==> src/rtl/mips_pkg.sv <==
// Shared MIPS pipeline constants and types: register-index width, the hard-wired zero
// register, and the word / register-index typedefs.
package mips_pkg;
  localparam int XLEN      = 32;
  localparam int NREG      = 32;
  localparam int REG_IDX_W = $clog2(NREG);

  typedef logic [REG_IDX_W-1:0] reg_idx_t;
  typedef logic [XLEN-1:0]      word_t;

  localparam reg_idx_t REG_ZERO = '0;
endpackage

==> src/rtl/mips_wb_scoreboard.sv <==
// Pending-write scoreboard: one saturating counter per architectural register. The counter
// counts up on ID issue and down on WB retire. It also drives the busy lookups for both read
// ports and a sticky over/underflow flag.
module mips_wb_scoreboard
  import mips_pkg::*;
#(
  parameter int CNT_W = 2
) (
  input  logic     clk,
  input  logic     rst,
  input  logic     issue_valid,
  input  reg_idx_t issue_rd,
  input  logic     retire_valid,
  input  reg_idx_t retire_rd,
  input  reg_idx_t rs_addr,
  input  reg_idx_t rt_addr,
  output logic     rs_busy,
  output logic     rt_busy,
  output logic     sb_err
);

  localparam logic [CNT_W-1:0] CNT_MAX = {CNT_W{1'b1}};

  logic [CNT_W-1:0] cnt     [NREG];
  logic [CNT_W-1:0] cnt_nxt [NREG];
  logic             err_set;
  logic             inc;
  logic             dec;

  always_comb begin
    err_set = 1'b0;
    inc     = 1'b0;
    dec     = 1'b0;
    for (int i = 0; i < NREG; i++) begin
      cnt_nxt[i] = cnt[i];
      inc = issue_valid && (issue_rd != REG_ZERO) && (issue_rd == reg_idx_t'(i));
      dec = retire_valid && (retire_rd != REG_ZERO) && (retire_rd == reg_idx_t'(i));
      if (i == 0) begin
        cnt_nxt[i] = '0;
      end else begin
        // A retire with nothing outstanding is an underflow even if an issue lands together.
        if (dec && (cnt[i] == '0)) begin
          err_set = 1'b1;
        end
        if (inc && !dec) begin
          if (cnt[i] == CNT_MAX) err_set = 1'b1;
          else                   cnt_nxt[i] = cnt[i] + CNT_W'(1);
        end else if (dec && !inc && (cnt[i] != '0)) begin
          cnt_nxt[i] = cnt[i] - CNT_W'(1);
        end
      end
    end
  end

  always_ff @(posedge clk or negedge rst) begin
    if (!rst) begin
      for (int i = 0; i < NREG; i++) cnt[i] <= '0;
      sb_err <= 1'b0;
    end else begin
      for (int i = 0; i < NREG; i++) cnt[i] <= cnt_nxt[i];
      if (err_set) sb_err <= 1'b1;
    end
  end

  assign rs_busy = (rs_addr != REG_ZERO) && (cnt[rs_addr] != '0);
  assign rt_busy = (rt_addr != REG_ZERO) && (cnt[rt_addr] != '0);

endmodule

==> src/rtl/mips_wb_regfile.sv <==
// MIPS write-back stage and 32x32 register file: WB data select, two combinational read
// ports and the pending-write scoreboard. Define WB_BYPASS_EN for same-cycle write-through.
module mips_wb_regfile
  import mips_pkg::*;
#(
  parameter int CNT_W = 2
) (
  input  logic                 clk,
  input  logic                 rst,
  input  logic                 Reg_Write_WB,
  input  logic                 memToReg_WB,
  input  logic                 writePC_WB,
  input  logic [REG_IDX_W-1:0] Write_Reg_WB,
  input  logic [XLEN-1:0]      ALUout_WB,
  input  logic [XLEN-1:0]      readDataMem_WB,
  input  logic [XLEN-1:0]      PC_WB,
  input  logic [REG_IDX_W-1:0] rs_addr,
  input  logic [REG_IDX_W-1:0] rt_addr,
  output logic [XLEN-1:0]      rs_data,
  output logic [XLEN-1:0]      rt_data,
  input  logic                 issue_valid,
  input  logic [REG_IDX_W-1:0] issue_rd,
  output logic                 rs_busy,
  output logic                 rt_busy,
  output logic [XLEN-1:0]      wb_data,
  output logic                 sb_err
);

  word_t rf [NREG];
  logic  wr_en;

  // The link value has priority over load data.
  assign wb_data = writePC_WB  ? PC_WB :
                   memToReg_WB ? readDataMem_WB : ALUout_WB;
  assign wr_en   = Reg_Write_WB && (Write_Reg_WB != REG_ZERO);

  always_ff @(posedge clk or negedge rst) begin
    if (!rst) begin
      for (int i = 0; i < NREG; i++) rf[i] <= '0;
    end else if (wr_en) begin
      rf[Write_Reg_WB] <= wb_data;
    end
  end

`ifdef WB_BYPASS_EN
  assign rs_data = (rs_addr == REG_ZERO)                ? '0      :
                   (wr_en && (rs_addr == Write_Reg_WB)) ? wb_data : rf[rs_addr];
  assign rt_data = (rt_addr == REG_ZERO)                ? '0      :
                   (wr_en && (rt_addr == Write_Reg_WB)) ? wb_data : rf[rt_addr];
`else
  assign rs_data = (rs_addr == REG_ZERO) ? '0 : rf[rs_addr];
  assign rt_data = (rt_addr == REG_ZERO) ? '0 : rf[rt_addr];
`endif

  mips_wb_scoreboard #(
    .CNT_W (CNT_W)
  ) u_sb (
    .clk          (clk),
    .rst          (rst),
    .issue_valid  (issue_valid),
    .issue_rd     (issue_rd),
    .retire_valid (Reg_Write_WB),
    .retire_rd    (Write_Reg_WB),
    .rs_addr      (rs_addr),
    .rt_addr      (rt_addr),
    .rs_busy      (rs_busy),
    .rt_busy      (rt_busy),
    .sb_err       (sb_err)
  );

endmodule
==> config.mk <==
export PLATFORM = sky130hd
export DESIGN_NAME = mips_wb_regfile
export DESIGN_NICKNAME = d
export VERILOG_FILES = /design/src/rtl/mips_pkg.sv /design/src/rtl/mips_wb_scoreboard.sv /design/src/rtl/mips_wb_regfile.sv
export SDC_FILE = /design/constraint.sdc
export NUM_CORES = 2
export LEC_CHECK = 0
export ABC_AREA = 0
export BUFFER_PORTS_ARGS = -buffer_cell sky130_fd_sc_hd__buf_2
export CORE_MARGIN = 2
export CORE_UTILIZATION = 45
export DETAILED_ROUTE_END_ITERATION = 7
export PLACE_DENSITY = 0.61
export SETUP_SLACK_MARGIN = 0.02
export SYNTH_ARGS = -nofsm -noshare
export SYNTH_HDL_FRONTEND = slang
export SYNTH_SLANG_ARGS = --single-unit
==> constraint.sdc <==
create_clock -name clk -period 5.6 [get_ports clk]
set_input_delay 0.28 -clock clk [delete_from_list [all_inputs] [get_ports clk]]
set_output_delay 0.28 -clock clk [all_outputs]
set_load 0.005 [all_outputs]
* After elaboration in Yosys (flattened, before gate mapping)
Index checks and enable logic that the tools add are counted.
** Operators by class
- Add/sub/neg operators :: 62
- Magnitude comparators :: 4
- Equal/unequal tests :: 124
- Multiplexer cells :: 205
- Bitwise logic cells :: 3
- Reduce and logical (&&, ||, !) cells :: 385
** Operators by type and width (number)
- bitwise mux 1024 bit :: 1
- binary-select mux 32 bit (select 5 bit) :: 2
- 2-to-1 mux 32 bit :: 9
- 2-to-1 mux 2 bit :: 97
- logical AND 1 bit :: 191
- demux 32 bit (select 5 bit) :: 1
- equality test 5 bit (second input constant) :: 32
- nonzero test 2 bit :: 64
- 2-to-1 mux 1 bit :: 93
- equality test 5 x 4 -> 1 bit (second input constant) :: 16
- adder 2 x 1 -> 2 bit (second input constant) :: 31
- equality test 2 bit (second input constant) :: 31
- logical NOT 1 bit :: 62
- logical NOT 2 bit :: 31
- inequality test 2 bit (second input constant) :: 31
- AND reduction 2 bit :: 31
- subtractor 2 x 1 -> 2 bit (second input constant) :: 31
- equality test 5 x 3 -> 1 bit (second input constant) :: 8
- binary-select mux 2 bit (select 5 bit) :: 2
- equality test 5 x 2 -> 1 bit (second input constant) :: 4
- nonzero test 5 bit :: 4
- >= comparator 6 bit (second input constant) :: 3
- inverter 5 -> 6 bit :: 3
- equality test 5 x 1 -> 1 bit (second input constant) :: 2
- 2 further kinds :: 3
** Word-level totals
- Bits in registers :: 1087
- Bits of input ports :: 122

* Logic depth before layout (Yosys ltp)
- Depth in word-level cells :: 97
- Gate-level depth with buffers :: 11
- Gate-level depth less buffers :: 6

* By module
From an unflattened synthesis, not the netlist that was laid out.
** Second synthesis, totals
- Cells, all modules :: 5672
- Area total of the unflattened synthesis :: 58208.3 um2
** Modules (own cells, without submodules)
- mips_wb_regfile :: times used 1, cells an instance 4973, area an instance 53184.8 um2
- mips_wb_scoreboard :: times used 1, cells an instance 699, area an instance 5023.6 um2

* Worst setup path after synthesis
OpenSTA, ideal clock, no wires.
- Path type :: input to output
- Start :: input rt_addr[0]
- End :: output rt_data[28]
- Data arrival time :: 2.071 ns
- Data required time :: 5.320 ns
- Setup slack :: 3.249 ns
- Stages :: 7
- Cells stage by stage :: clkbuf_1 buf_2 buf_1 mux4_2 mux4_2 nand2_1 o21ai_0
** On the way
- Word-level cells in the longest chain between the ends :: 5
- Elaborated cells between the ends (all ways) :: 6
- Those cells by class :: mux (4); bitwise (1); reduce/logical (1)
** Ends and longest elaborated chain
- from (decl) :: RTL line mips_wb_regfile.sv:18 : input logic [REG_IDX_W-1:0] rt_addr,
- inverter 5 -> 6 bit (implied by the code) :: RTL line mips_wb_regfile.sv:52 : assign rt_data = (rt_addr == REG_ZERO) ? '0 : rf[rt_addr];
- binary-select mux 32 bit (select 5 bit) :: RTL line mips_wb_regfile.sv:52
- 2-to-1 mux 32 bit (implied by the code) (2 in a row) :: RTL line mips_wb_regfile.sv:52
- 2-to-1 mux 32 bit (*) :: RTL line mips_wb_regfile.sv:52
- to (decl) :: RTL line mips_wb_regfile.sv:20 : output logic [XLEN-1:0] rt_data,
Every way passes the cells marked *; elsewhere a longest branch is shown, timed or not. The select of a mux whose other input is x is not followed.

* Final worst setup path
- Start :: input rt_addr[0]
- End :: output rt_data[30]
Same word-level chain as after synthesis.

==> key figures <==
Worst setup path
  – Startpoint of the lowest-slack register-to-register path: u_sb.cnt[28]$_DFFE_PN0P_
  – Worst endpoint required time: 5.32 ns
  – Reg-to-reg endpoint: u_sb.sb_err$_DFFE_PN0P_
  – CP bufs+invs: 3
  – Worst EP arrival: 3.24 ns
  – Largest fanout on the critical path: 64
  – Sequence of cells on the critical path: buf_8, buf_4, mux4_2, mux4_2, nand2_1, o21ai_0, buf_2
  – Path depth of the worst reg2reg path: 6
  – Kind of cell adding the most delay to the critical path: buffers and inverters
  – Crit Path Class: input port to output pin
  – Delay of the slowest cell on the worst path: 0.59 ns
  – Endpoint class of the critical path: output pin
  – Setup slack of the most critical reg-to-reg path: 3.74 ns
  – Worst-path cell with the longest stage delay: sky130_fd_sc_hd__buf_8
  – Nature of the critical path startpoint: input port
  – Cell seen most often among critical-path stages: sky130_fd_sc_hd__mux4_2

Yosys
  – Adder-cell area share of the yosys netlist: 0%
  – Synth cell types: 55
  – Largest cells by area after synthesis: sky130_fd_sc_hd__dfrtp_1, sky130_fd_sc_hd__mux4_2, sky130_fd_sc_hd__o21ai_0
  – Mean area per synthesized cell: 11.0 sq um
  – Area of the mapped netlist: 0.0573 sq mm
  – Leading register cell type out of synthesis: sky130_fd_sc_hd__dfrtp_1
  – Synth warnings: 0
  – Post-synth top area cell: sky130_fd_sc_hd__dfrtp_1
  – Synth Register Bits: 1,087
  – Complex-gate fraction of the synthesized area: 11.8%
  – Share of flip-flops with an asynchronous set or reset: 100%
  – Fraction of the mapped netlist area in simple logic gates: 10.3%
  – Fraction of synthesized cell area taken by the top area cell type: 47.4%
  – Post-synthesis instance total: 5,190
  – Synthesized-area fraction occupied by xor and xnor cells: 0%
  – Mux share of post-synthesis cell area: 26.1%
  – Total nets after synthesis: 5,312
  – Dominant combinational cell family by area after synthesis: multiplexers
  – Post-synth EDFFs: 0
  – Proportion of synthesized chip area in sequential cells: 47.4%

Floorplan
  – Die height: 361 um
  – Ports: 221
  – Effective utilization at floorplan: 45.5%
  – Full die area: 0.130 sq mm
  – Std cell rows: 130
  – Horizontal die dimension: 361 um
  – Core region area: 0.126 sq mm

Global routing
  – Number of global-route vias before repair: 41,800
  – Global-route wire length before repair: 278,000 um
  – Antenna violations before repair: 6
  – Maximum number of pins on one net before global-route repair: 160
  – Total Routing Usage GR: 28.5%
  – GRT overflow: 0

STA
  – Number of pins with negative max-slew slack in the final report: 0
  – Worst-margin pin slew: 1.34 ns
  – Post-route setup TNS: 0 ns
  – RSZ-0062 raised after global routing: no
  – Hold violation total from the final report: 0
  – Portion of the clock cycle consumed by the worst path in the final layout: 62.8%
  – Post-route minimum period: 3.52 ns
  – Max transition margin: 10.8%
  – Setup violations, final: 0
  – Max Freq: 0.284 GHz
  – Fin Clk Skew: 0.00678 ns

Routing
  – DRC Markers: 0
  – Routed wire length: 183,000 um
  – Total via count in the routed design: 42,400
  – Initial DRC Count: 4,279
  – Antenna-violating nets left: 0
  – Detailed-route vias per instance: 6.21
  – Routed len/inst: 26.8 um
  – Detailed-routing iteration count for the pre-antenna-repair pass: 5

Place
  – Final weighted congestion in routability-driven placement: 0.895
  – HPWL reported at the end of detailed placement: 106,000 um
  – Post-Place Cells: 6,618
  – Dpl cell area: 0.0598 sq mm
  – Number of buffers added on ports: 220

CTS
  – CTS sink count: 1,087
  – Maximum level of the CTS H-tree: 3
  – CTS Buf Count: 114
  – Root cell of the clock tree: sky130_fd_sc_hd__clkbuf_16
  – TritonCTS clock tree: yes
  – Clock latency on the worst-skew pair: 0.73 ns
  – Clock tree buffer depth: 3
  – Clock-pin slew on the worst setup and hold paths: 0.06 ns

Worst hold path
  – Worst Min Path Start: PC_WB[3]
  – Worst-case hold path end point: rf[259]$_DFFE_PN0P_
  – HP Class: input port to register
  – Hold Path Cell Cnt: 3

Pwr
  – Overall power: 0.0233 W
  – Leak: 27.7 nW
  – Max rail drop VDD: 0.000230 V
  – Pwr dens: 365 mW/mm^2

Flow run
  – Number of violations of the max-capacitance limit: 0

Status
  – Outcome: finished clean

Final layout
  – Final net count: 5,208
  – Fraction of layout instances using a drive strength above 1: 24.7%
  – Layout-stage area growth over the synthesis result: 11.6%
  – Non-filler cells in the finished layout: 6,830
  – Total non-filler cell area in the finished layout: 0.0640 sq mm
how the worst max path moves through the flow:
| stage | from | to | slack, ns | depth (start not counted) |
|---|---|---|---|---|
| final | rt_addr[0] | rt_data[30] | 2.08 | 7 |
| after global routing | rt_addr[0] | rt_data[30] | 1.87 | 7 |
| after CTS | rt_addr[0] | rt_data[30] | 2.09 | 7 |
| after detailed placement | rt_addr[0] | rt_data[30] | 2.11 | 7 |
| after global placement | rt_addr[0] | rt_data[30] | 2.08 | 7 |
| after floorplan | rt_addr[0] | rt_data[28] | 3.25 | 7 |
synthesized netlist by cell type, types with 19 or more instances:
library cell               instances
sky130_fd_sc_hd__mux2_2           35
sky130_fd_sc_hd__clkbuf_1        422
sky130_fd_sc_hd__nand4_1          22
sky130_fd_sc_hd__nand3_1          21
sky130_fd_sc_hd__nor2_1          139
sky130_fd_sc_hd__buf_2            71
sky130_fd_sc_hd__or2_2            19
sky130_fd_sc_hd__nand2_1        1141
sky130_fd_sc_hd__o21ai_0        1098
sky130_fd_sc_hd__dfrtp_1        1087
sky130_fd_sc_hd__buf_1            54
sky130_fd_sc_hd__nor3_1           32
sky130_fd_sc_hd__a21oi_1         126
sky130_fd_sc_hd__mux2i_1          34
sky130_fd_sc_hd__nand2b_1         19
sky130_fd_sc_hd__inv_1            88
sky130_fd_sc_hd__mux4_2          632
metrics by stage:
stage / hold slack [ns] / setup WS [ns] / util (%)
after floorplan: -0.0156 / 3.25 / -
after detailed placement: 0.363 / 2.11 / 47.5
final: 0.0387 / 2.08 / 50.8
after CTS: 0.00178 / 2.09 / 50.8
after global routing: 0.0687 / 1.87 / 50.8
after global placement: 0.361 / 2.08 / 47.5
flip-flops by register name (all words and copies together), names as in the netlist:
signal and count:
rf 1024, u_sb.cnt 62, u_sb.sb_err 1
timing repair:
item | CTS | global route
buffers inserted | 0 | 0
hold endpoints to repair | 101 | 0
hold buffers | 2 | 0
setup endpoints to repair | 0 | 0
resized for setup | 0 | 0
layout make-up:
class	count	area [sq um]
clock inverters	54	900
diodes	3	7.51
repair buffers	331	2230
clock buffers	153	3230
multi-input cells	3463	28000
inverters	89	337
well taps	1650	2060
fillers	11000	62100
flip-flops and latches	1087	27200
tightest hold or removal path, stage by stage:
cell and delay (ns):
sky130_fd_sc_hd__buf_2 0.09, sky130_fd_sc_hd__a21oi_2 0.17, sky130_fd_sc_hd__o21ai_0 0.18
cells in the final DEF, fill, tap and decap left out, drive strengths merged, types with 5 or more instances in the layout:
cell and count:
a211oi 16, a21oi 126, a22oi 17, a31oi 5, and2 11, and3 6, buf 329, bufinv 23
clkbuf 153, clkinv 20, clkinvlp 5, dfrtp 1087, inv 95, mux2 35, mux2i 34, mux4 632
nand2 1141, nand2b 19, nand3 21, nand4 22, nand4b 7, nor2 139, nor2b 10, nor3 32
nor3b 5, nor4 5, o211ai 9, o21ai 1098, o31ai 7, or2 20
layer usage:
metal | part of all wire [%] | GRT usage, % | wire length (um)
met1 | 41 | 39.3 | 75300
met2 | 47 | 45.4 | 86300
met3 | 8.1 | 5.45 | 14800
met4 | 3.6 | 10.2 | 6590
met5 | 0.015 | 0 | 28
cell families after synthesis:
kind of cell    Yosys count
buf+inv                 640
simple gates           1458
flops                  1087
mux                     701
compound gates         1304
power by group:
group | switching [W] | internal, W
sequential | 0.00112 | 0.00926
clock | 0.00332 | 0.00509
combinational | 0.00219 | 0.00236
total | 0.00663 | 0.0167
Power figures use the tool's default switching activity.
